[src/rtl/vip_axi4_burst_splitter.sv]
// Splits one linear transfer command into AXI4 INCR address requests of at
// most 256 beats each, none of which crosses a 4 KB boundary.
module vip_axi4_burst_splitter #(
  parameter int unsigned ID_WIDTH_P    = 4,
  parameter int unsigned ADDR_WIDTH_P  = 32,
  parameter int unsigned DATA_WIDTH_P  = 64,
  parameter int unsigned BEATS_WIDTH_P = 16
) (
  input  logic                     clk,
  input  logic                     rst,
  input  logic                     cmd_valid,
  output logic                     cmd_ready,
  input  logic [ID_WIDTH_P-1:0]    cmd_id,
  input  logic [ADDR_WIDTH_P-1:0]  cmd_addr,
  input  logic [BEATS_WIDTH_P-1:0] cmd_beats,
  output logic                     ax_valid,
  input  logic                     ax_ready,
  output logic [ID_WIDTH_P-1:0]    ax_id,
  output logic [ADDR_WIDTH_P-1:0]  ax_addr,
  output logic [7:0]               ax_len,
  output logic [2:0]               ax_size,
  output logic [1:0]               ax_burst,
  output logic                     ax_last,
  output logic                     busy
);

  localparam int unsigned BYTES_C = DATA_WIDTH_P / 8;
  localparam int unsigned SH_C    = $clog2(BYTES_C);
  // Common compare width wide enough for both the beat counter and to4k.
  localparam int unsigned CW_C    = (BEATS_WIDTH_P > 13) ? BEATS_WIDTH_P : 13;

  typedef enum logic [1:0] {IDLE_S, CALC_S, ISSUE_S} state_e;

  state_e                   state_q;
  logic [ADDR_WIDTH_P-1:0]  addr_q;
  logic [BEATS_WIDTH_P-1:0] rem_q;
  logic [ID_WIDTH_P-1:0]    id_q;
  logic [7:0]               len_q;
  logic                     valid_q;
  logic                     last_q;
  logic                     ready_q;
  logic                     busy_q;

  logic [12:0]              to4k_d;
  logic [CW_C-1:0]          n_w;
  logic [8:0]               n_d;
  logic                     last_d;
  logic [8:0]               n_iss;
  logic [ADDR_WIDTH_P-1:0]  step_bytes;

  // Size of the next request and the address/counter step of the issued one.
  always_comb begin
    to4k_d = (13'd4096 - {1'b0, addr_q[11:0]}) >> SH_C;
    n_w    = CW_C'(rem_q);
    if (n_w > CW_C'(256))
      n_w = CW_C'(256);
    if (n_w > CW_C'(to4k_d))
      n_w = CW_C'(to4k_d);
    n_d        = 9'(n_w);
    last_d     = (CW_C'(rem_q) == n_w);
    n_iss      = {1'b0, len_q} + 9'd1;
    step_bytes = ADDR_WIDTH_P'(n_iss) << SH_C;
  end

  // Command/request FSM; all outputs are registered here.
  always_ff @(posedge clk) begin
    if (rst) begin
      state_q <= IDLE_S;
      addr_q  <= '0;
      rem_q   <= '0;
      id_q    <= '0;
      len_q   <= '0;
      valid_q <= 1'b0;
      last_q  <= 1'b0;
      ready_q <= 1'b0;
      busy_q  <= 1'b0;
    end else begin
      case (state_q)
        IDLE_S: begin
          ready_q <= 1'b1;
          if (cmd_valid && ready_q && (cmd_beats != '0)) begin
            id_q    <= cmd_id;
            addr_q  <= cmd_addr & ~ADDR_WIDTH_P'(BYTES_C - 1);
            rem_q   <= cmd_beats;
            ready_q <= 1'b0;
            busy_q  <= 1'b1;
            state_q <= CALC_S;
          end
        end
        CALC_S: begin
          len_q   <= 8'(n_d - 9'd1);
          last_q  <= last_d;
          valid_q <= 1'b1;
          state_q <= ISSUE_S;
        end
        ISSUE_S: begin
          if (ax_ready) begin
            valid_q <= 1'b0;
            addr_q  <= addr_q + step_bytes;
            rem_q   <= rem_q - BEATS_WIDTH_P'(n_iss);
            if (last_q) begin
              busy_q  <= 1'b0;
              ready_q <= 1'b1;
              state_q <= IDLE_S;
            end else begin
              state_q <= CALC_S;
            end
          end
        end
        default: state_q <= IDLE_S;
      endcase
    end
  end

  assign cmd_ready = ready_q;
  assign ax_valid  = valid_q;
  assign ax_id     = id_q;
  assign ax_addr   = addr_q;
  assign ax_len    = len_q;
  assign ax_size   = 3'(SH_C);
  assign ax_burst  = 2'b01;
  assign ax_last   = last_q;
  assign busy      = busy_q;

endmodule

[config.mk]
export PLATFORM = sky130hd
export DESIGN_NAME = vip_axi4_burst_splitter
export DESIGN_NICKNAME = d
export VERILOG_FILES = /design/src/rtl/vip_axi4_burst_splitter.sv
export SDC_FILE = /design/constraint.sdc
export NUM_CORES = 1
export LEC_CHECK = 0
export BUFFER_PORTS_ARGS = -buffer_cell sky130_fd_sc_hd__buf_4
export CORE_MARGIN = 8
export CORE_UTILIZATION = 51
export CTS_CLUSTER_SIZE = 30
export DETAILED_ROUTE_END_ITERATION = 8
export PLACE_DENSITY = 0.83
export SYNTH_ARGS = -nofsm -noshare
export SYNTH_HDL_FRONTEND = slang
export SYNTH_SLANG_ARGS = --single-unit
[constraint.sdc]
create_clock -name clk -period 4.7 [get_ports clk]
set_input_delay 0.705 -clock clk [delete_from_list [all_inputs] [get_ports clk]]
set_output_delay 0.705 -clock clk [all_outputs]
set_load 0.05 [all_outputs]
==> results of run 1 <==
## layer usage
layer  part of all wire, %  GRT usage, %  vias up
met5                     0             0        -
met4                   2.1          9.30        0
met3                   8.5          5.90       39
met2                    47          39.6      294
met1                    42          30.6     2627
li1                      -             -     2664
## where the power goes
group          switching [mW]  leakage, nW  total, mW  internal, mW
Clock                   0.220       0.0942      0.450         0.230
Sequential             0.0751        0.515      0.651         0.576
Combinational           0.593         2.00      0.959         0.366
## cell type report
cell class,instances,area share [%]
Clock buffer,12,2.69
Clock inverter,3,0.285
Inverter,27,1.65
Multi-Input combinational cell,549,59.2
Sequential cell,63,20.5
Tap cell,136,2.77
Timing Repair Buffer,105,12.8
## cell usage in the layout, fill, tap and decap left out, drive strengths merged, types with 5 or more instances in the layout
cell type  instances
a2111oi            5
a211oi            23
a21o               8
a21oi             44
a22oi              5
a311oi            13
a31oi              7
and2               6
and3              22
buf              105
clkbuf            12
conb               9
dfxtp             63
ha                31
inv               27
mux2               6
mux2i              9
nand2             67
nand2b             5
nand3             22
nand3b             8
nand4             10
nor2              68
nor2b              8
nor3              17
nor4              10
o211ai             6
o21a              12
o21ai             24
o21bai             8
o22ai              5
o31ai              6
or3                7
or4                6
xnor2             14
xor2              11
## final timing paths
kind,from,end,slack [ps]
max,ax_addr[8],ax_len[7],660
min,ax_id[1],ax_id[1],460
max reg2reg,ax_addr[8],ax_len[7],660
min reg2reg,ax_id[1],ax_id[1],460
## critical path, stage by stage, from the launching register on
cell and delay [ps]:
dfxtp_1 410, or4_4 600, nor4b_2 300, xor2_1 430, ha_1 340, nand4_1 80
or3_1 100, o21ai_0 180, a21oi_1 690, mux2_2 430, a311o_1 330, o211ai_2 70
## registers in the layout (all words and copies together) (netlist names)
name / cells
ax_id: 4
busy: 1
state_q: 2
cmd_ready: 1
ax_last: 1
ax_addr: 29
ax_valid: 1
rem_q: 16
ax_len: 8
## cells by family (layout without fill, tap and decap cells)
group                      after synthesis  count (layout)  share of synthesized area, %
muxes                                   15              15                          3.09
and+or+nand+nor                        269             269                          26.4
DFF                                     63              63                          24.2
buffers and inverters                   74             147                          6.69
other                                    2               9                         0.144
AOI/OAI and AO/OA                      198             198                          27.1
xor gates and xnor gates                25              25                          4.20
adders and majority gates               33              33                          8.20
==> impl_metrics.py, run 1 <==
metrics = {
    "sta": {
        "setup-violations-final": 0,
        "final.setup.worst_slack_ps": 656,
        "fin_crit_sh_pct": 86.0,
        "tightest_slew_ps": 969,
        "rsz0062_at_grt": "false",
        "finalCriticalPeriod_ps": 4040,
        "finalMaxSlewViolations": 0,
        "fmaxAchievable_mhz": 247,
        "hold_slack_ps": 459,
        "finalHoldViolCount": 0,
        "setup_tns_ps": 0,
        "relSlewSlack_pct": 35.4,
        "skew_ps": 11.3,
    },
    "logic_synthesis": {
        "synth.cell_area_um2": 5220,
        "yosys_warnings": 0,
        "synthArstFlopShare_pct": 0,
        "synth_common_cells": "nor2_1, nand2_1, dfxtp_1",
        "synth-seq-cells": 63,
        "synth_edf_count": 0,
        "yosysTopAreaCellShare_pct": 24.2,
        "avgSynthCellArea_um2": 7.68,
        "syn_inst": 679,
        "synth_top_area_cell": "dfxtp_1",
        "yosysUniqueCellTypes": 78,
        "seq_area_frac_synth_pct": 24.2,
        "yosys-top-cells-area": "dfxtp_1, ha_1, nor2_1",
        "synth_flop_cell": "dfxtp_1",
        "yosysMostFrequentCell": "nor2_1",
    },
    "clock_network": {
        "clkLatencyLatePin_ps": 350,
        "cts_setup_buffers": 0,
        "cts.sinks": 63,
        "cts.repair.resized": 0,
        "cts-root-buf": "clkbuf_8",
        "numCtsBuffers": 9,
        "cts_tree": "done",
        "ctsHoldBuffers": 0,
        "clk_pin_slew_ps": 80,
        "cts-htree-levels": 3,
        "clockBufferDepth": 2,
    },
    "place": {
        "place_ws_ps": 800,
        "placed_area_um2": 5960,
        "placed_cells": 880,
        "dp_hpwl_um": 12400,
        "port_buffers": 97,
        "gp_congestion": 0.956,
    },
    "layout": {
        "fin_util_pct": 60.6,
        "fin_area_um2": 6140,
        "final_nets": 844,
        "nFillCells": 909,
        "fin_cells": 895,
        "syn2layout_area_growth_pct": 17.8,
        "multi_input_area_um2": 3640,
        "drive_gt1_share_pct": 19.4,
        "seq_area_um2": 1260,
        "diodes": 0,
    },
    "worst_setup_path": {
        "crit_fanout": 9,
        "critPathKind": "flip-flop to flip-flop",
        "cp-start-kind": "flip-flop",
        "critPathRequiredTime_ps": 4970,
        "critPathCaptureType": "flip-flop",
        "crit_arrival_ps": 4310,
        "ff2ff_path_depth": 11,
    },
    "pwr": {
        "p_per_area_nw_per_um2": 335,
        "p_leak_nw": 2.61,
        "ir_worst_vdd_mv": 0.180,
        "power_mw": 2.06,
    },
    "detailed_routing": {
        "vias": 5624,
        "drtIter0Drc": 515,
        "ant_nets": 0,
        "via_per_inst": 6.28,
        "drc": 0,
        "post_drt_wl_per_cell_um": 18.7,
        "drt_pass1_iterations": 5,
        "wirelength_um": 16800,
    },
    "hold_path": {
        "worstHoldPathType": "flip-flop to flip-flop",
        "min_path_cells": 2,
    },
    "floorplanning": {
        "die_w_um": 117,
        "rows": 37,
        "io_pins": 109,
        "initial_utilization_pct": 51.5,
        "die_y_um": 117,
        "core-area_um2": 10100,
        "die_area_um2": 13700,
    },
    "run": {
        "cap_violations": 0,
    },
    "global_route": {
        "grt_pass1_vias": 5452,
        "antenna_found_initial": 0,
        "grt_max_degree": 69,
        "grt-ovfl-total": 0,
        "grt_pass1_wl_um": 26700,
        "grt.total_usage_pct": 24.4,
    },
    "run_status": {
        "status": "completed",
    },
}
No activity file was read; power rests on OpenSTA's default activity.
==> run 2, diff against run 1 <==
- CORE_MARGIN: 8 -> 2
- CORE_UTILIZATION: 51 -> 56
- HOLD_SLACK_MARGIN: unset -> 0.05
- PLACE_DENSITY: 0.83 -> 0.89
==> impl_metrics.py, run 2 (synthesized netlist as in run 1, its figures left out) <==
metrics = {
    "floorplanning": {
        "die_area_um2": 10100,
        "core-area_um2": 9150,
        "io_pins": 109,
        "die_y_um": 101,
        "rows": 35,
        "die_w_um": 101,
        "initial_utilization_pct": 57.0,
    },
    "run": {
        "cap_violations": 0,
    },
    "pwr": {
        "p_int_mw": 1.24,
        "ir_worst_vdd_mv": 0.176,
        "power.switching_mw": 0.903,
        "p_sw_share_pct": 42.1,
        "p_seq_share_pct": 30.3,
        "pwr-share-comb_pct": 44.8,
        "power_mw": 2.14,
        "p_per_area_nw_per_um2": 349,
        "power.share.clock_pct": 24.8,
        "p_leak_nw": 2.62,
    },
    "detailed_routing": {
        "ant_nets": 0,
        "drtIter0Drc": 397,
        "wirelength_um": 15800,
        "drt_pass1_iterations": 5,
        "vias": 5696,
        "drc": 0,
        "via_per_inst": 6.54,
        "post_drt_wl_per_cell_um": 18.1,
    },
    "layout": {
        "fin_cells": 871,
        "diodes": 0,
        "final_nets": 844,
        "layout_common_cells": "buf_4, nand2_1, nor2_1",
        "syn2layout_area_growth_pct": 17.7,
        "layout_commonest_cell": "buf_4",
        "drive_gt1_share_pct": 19.2,
        "largest_register_ffs": 29,
        "nFillCells": 756,
    },
    "clock_network": {
        "clk_pin_slew_ps": 80,
        "cts-root-buf": "clkbuf_8",
        "numCtsBuffers": 9,
        "cts-htree-levels": 3,
        "cts_tree": "done",
        "cts_setup_buffers": 0,
        "cts.sinks": 63,
        "ctsHoldBuffers": 0,
        "cts.repair.resized": 0,
        "clockBufferDepth": 2,
        "clkLatencyLatePin_ps": 350,
    },
    "place": {
        "port_buffers": 97,
        "placed_cells": 855,
        "dp_hpwl_um": 11800,
        "gp_congestion": 0.939,
    },
    "global_route": {
        "grt_pass1_wl_um": 25300,
        "grt-ovfl-total": 0,
        "grt_pass1_vias": 5249,
        "grt.total_usage_pct": 31.3,
        "grt_max_degree": 69,
        "antenna_found_initial": 0,
    },
    "sta": {
        "rsz0062_at_grt": "false",
        "setup-violations-final": 0,
        "finalHoldViolCount": 0,
        "finalMaxSlewViolations": 0,
        "tightest_slew_ps": 1080,
        "setup_tns_ps": 0,
        "skew_ps": 9.00,
        "finalCriticalPeriod_ps": 4090,
        "fin_crit_sh_pct": 86.9,
        "relSlewSlack_pct": 28.1,
        "fmaxAchievable_mhz": 245,
        "hold_slack_ps": 457,
    },
    "worst_setup_path": {
        "crit_fanout": 12,
        "crit_buf_inv": 1,
        "critPathKind": "flip-flop to flip-flop",
        "r2r_slack_ps": 610,
        "max_stage_delay_ps": 690,
        "crit_arrival_ps": 4370,
        "cpMaxStageDelayCell": "a21oi_1",
        "cp-start-kind": "flip-flop",
        "critPathRequiredTime_ps": 4980,
        "cp_common_cell": "ha_1",
        "cp_top_family": "compound AO/OA/AOI/OAI gates",
        "crit_chain": "inv_1 > ha_1 > nor3b_1 > xor2_1 > ha_1 > nand3_1 > or3_1 > o21ai_0 > a21oi_1 > mux2_2 > a311o_1 > o211ai_2",
        "critPathCaptureType": "flip-flop",
    },
    "run_status": {
        "status": "completed",
    },
    "hold_path": {
        "worstHoldPathType": "flip-flop to flip-flop",
    },
}
run 2: cell count changes in the layout (fill, tap and decap cells not counted), sizes merged:
| cell | before | now |
|---|---|---|
| clkbuf | 12 | 10 |
| inv | 27 | 28 |
| clkinvlp | 1 | 0 |
| clkinv | 2 | 3 |
| bufinv | 0 | 2 |
run 2: per-stage QoR:
stage	setup slack (ps)	utilization, %	cell area, µm²
final	614	67.1	6140
after CTS	666	67.1	6140
after detailed placement	701	64.8	5930
after floorplan	977	-	5240
after global placement	794	64.8	5930
after global routing	326	67.1	6140
run 2: power groups by stage:
| stage | combinational (mW) | clock, mW | sequential (mW) |
|---|---|---|---|
| final | 0.960 | 0.532 | 0.650 |
| after floorplan | 0.638 | 0 | 0.736 |
| after global placement | 0.916 | 0 | 0.656 |
| after global routing | 1.04 | 0.559 | 0.656 |
| after detailed placement | 0.942 | 0 | 0.660 |
| after CTS | 0.949 | 0.530 | 0.648 |
run 2: area by class of cell:
type | count | area (µm²) | area share [%]
clock inverter | 6 | 83.8 | 1.37
timing repair buffer | 105 | 788 | 12.8
inverter | 27 | 101 | 1.65
tap | 111 | 139 | 2.26
sequential | 63 | 1260 | 20.5
multi-input combinational | 549 | 3640 | 59.3
clock buffer | 10 | 128 | 2.08
run 2: path summary, 6_finish.rpt:
path / from / endpoint / cells past startpoint
setup / recovery: ax_addr[3] / ax_len[7] / 12
hold / removal: ax_id[1] / ax_id[1] / 2
setup reg to reg: ax_addr[3] / ax_len[7] / 12
hold reg to reg: ax_id[1] / ax_id[1] / 2
run 2: metal layers:
layer  global-route usage (%)  routed length, µm  up-vias
met2                     52.3               7560      336
li1                         -                  -     2667
met1                     40.5               6370     2642
met4                     11.7                455        0
met5                        0                  0        -
met3                     5.41               1370       51
run 2: tightest hold or removal path, cell delays in order (launching register included):
cell	delay (ps)
dfxtp_1	310
nand2_1	50
a21oi_1	50
==> run 3, diff against run 2 <==
- CORE_MARGIN: 2 -> unset
- CORE_UTILIZATION: 56 -> 57
- CTS_BUF_LIST: unset -> sky130_fd_sc_hd__clkbuf_4 sky130_fd_sc_hd__clkbuf_8
- PLACE_DENSITY: 0.89 -> 0.91
==> impl_metrics.py, run 3 (synthesized netlist as in run 1, its figures left out) <==
metrics = {
    "global_route": {
        "grt_pass1_wl_um": 26100,
        "grt-ovfl-total": 0,
        "grt_max_degree": 69,
        "antenna_found_initial": 0,
        "grt_pass1_vias": 5472,
        "grt.total_usage_pct": 33.8,
    },
    "detailed_routing": {
        "post_drt_wl_per_cell_um": 18.5,
        "via_per_inst": 6.62,
        "ant_nets": 0,
        "drt_pass1_iterations": 7,
        "drc": 10,
        "wirelength_um": 16100,
        "drtIter0Drc": 518,
        "vias": 5752,
    },
    "floorplanning": {
        "die_area_um2": 9540,
        "core-area_um2": 8810,
        "io_pins": 109,
        "rows": 34,
        "initial_utilization_pct": 59.2,
        "die_w_um": 97.7,
        "die_y_um": 97.7,
    },
    "clock_network": {
        "cts-root-buf": "clkbuf_8",
        "clk_pin_slew_ps": 90,
        "cts-htree-levels": 3,
        "clkLatencyLatePin_ps": 360,
        "cts.repair.resized": 0,
        "clockBufferDepth": 2,
        "cts_tree": "done",
        "cts.sinks": 63,
        "ctsHoldBuffers": 0,
        "cts_setup_buffers": 0,
        "numCtsBuffers": 9,
    },
    "sta": {
        "fmaxAchievable_mhz": 249,
        "fin_crit_sh_pct": 85.5,
        "setup-violations-final": 0,
        "tightest_slew_ps": 1010,
        "relSlewSlack_pct": 32.3,
        "skew_ps": 11.6,
        "rsz0062_at_grt": "false",
        "finalCriticalPeriod_ps": 4020,
        "setup_tns_ps": 0,
        "finalMaxSlewViolations": 0,
        "finalHoldViolCount": 0,
    },
    "hold_path": {
        "worstHoldPathType": "flip-flop to flip-flop",
        "hold_path_end": "ax_id[2]",
        "hold_path_startpoint": "ax_id[2]",
        "min_path_cells": 2,
    },
    "layout": {
        "fin_cells": 869,
        "syn2layout_area_growth_pct": 18.1,
        "drive_gt1_share_pct": 19.4,
        "largest_register_ffs": 29,
        "diodes": 0,
        "layout_common_cells": "buf_4, nand2_1, nor2_1",
        "fin_area_um2": 6160,
        "layout_commonest_cell": "buf_4",
        "final_nets": 845,
    },
    "worst_setup_path": {
        "crit_chain": "or4_4 > nor4b_2 > xor2_1 > ha_1 > nand4_1 > or3_1 > o21ai_0 > a21oi_1 > mux2_2 > a311o_1 > o211ai_2",
        "critPathKind": "flip-flop to flip-flop",
        "max_stage_delay_ps": 680,
        "ff2ff_path_depth": 11,
        "crit_fanout": 9,
        "worst_r2r_endpoint": "ax_len[7]",
        "critPathCaptureType": "flip-flop",
        "cp-start-kind": "flip-flop",
        "r2r_slack_ps": 680,
        "critPathRequiredTime_ps": 5000,
        "rr_startpoint": "ax_addr[8]",
        "cpMaxStageDelayCell": "a21oi_1",
        "crit_arrival_ps": 4320,
    },
    "place": {
        "dp_hpwl_um": 11600,
        "placed_area_um2": 5930,
        "gp_congestion": 0.966,
        "port_buffers": 97,
        "placed_cells": 853,
    },
    "run": {
        "cap_violations": 0,
    },
    "pwr": {
        "p_leak_nw": 2.63,
        "ir_worst_vdd_mv": 0.217,
        "p_per_area_nw_per_um2": 355,
    },
    "run_status": {
        "failed_checks": "DRC",
        "status": "finished with violations",
    },
}
[run 3: cell count changes in the layout (fill, tap and decap cells not counted), sizes merged]
cell,previous run,this run
buf,105,106
clkinv,3,1
clkinvlp,0,2
[run 3: power by group]
| part | switching [mW] | internal (mW) |
|---|---|---|
| clock network | 0.254 | 0.316 |
| logic | 0.604 | 0.367 |
| registers | 0.0720 | 0.576 |
| total | 0.929 | 1.26 |
[run 3: worst max-delay path, delay by kind of cell, from the launching register on]
kind / cells / cell delay, ps
flops: 1 / 410
xor+xnor: 1 / 440
mux: 1 / 440
compound gates: 4 / 1250
simple gates: 4 / 1060
fa+ha+maj: 1 / 350
[run 3: per-stage QoR]
stage | hold slack [ps] | util, % | power [mW] | setup WS (ps)
3_5_place_dp | 450 | 67.3 | 1.60 | 797
2_1_floorplan | 482 | - | 1.37 | 977
6_report | 462 | 70.0 | 2.19 | 683
3_3_place_gp | 443 | 67.3 | 1.57 | 885
5_1_grt | 482 | 70.0 | 2.29 | 498
4_1_cts | 461 | 70.0 | 2.17 | 776
[run 3: layout make-up]
type / instances / area, µm²
multi-input combinational: 549 / 3640
timing repair buffer: 106 / 796
clock inverter: 6 / 92.6
tap: 108 / 135
clock buffer: 10 / 138
fill: 675 / 2650
sequential: 63 / 1260
inverter: 27 / 101
[run 3: worst max-delay path by stage]
stage	startpoint	to	slack, ps	cells after the start
after floorplan	ax_addr[3]	ax_len[7]	980	13
after global placement	ax_addr[8]	ax_len[7]	890	11
after detailed placement	ax_addr[8]	ax_len[7]	800	11
after CTS	ax_addr[8]	ax_len[7]	780	11
after global routing	rem_q[1]	ax_len[7]	500	12
final	ax_addr[8]	ax_len[7]	680	11
[run 3: metal layers]
| metal | routed length (µm) | track usage, % | vias to the layer above |
|---|---|---|---|
| li1 | - | - | 2659 |
| met1 | 6440 | 42.4 | 2654 |
| met2 | 7350 | 54.9 | 368 |
| met3 | 1560 | 4.53 | 71 |
| met4 | 765 | 21.2 | 0 |
| met5 | 0 | 0 | - |
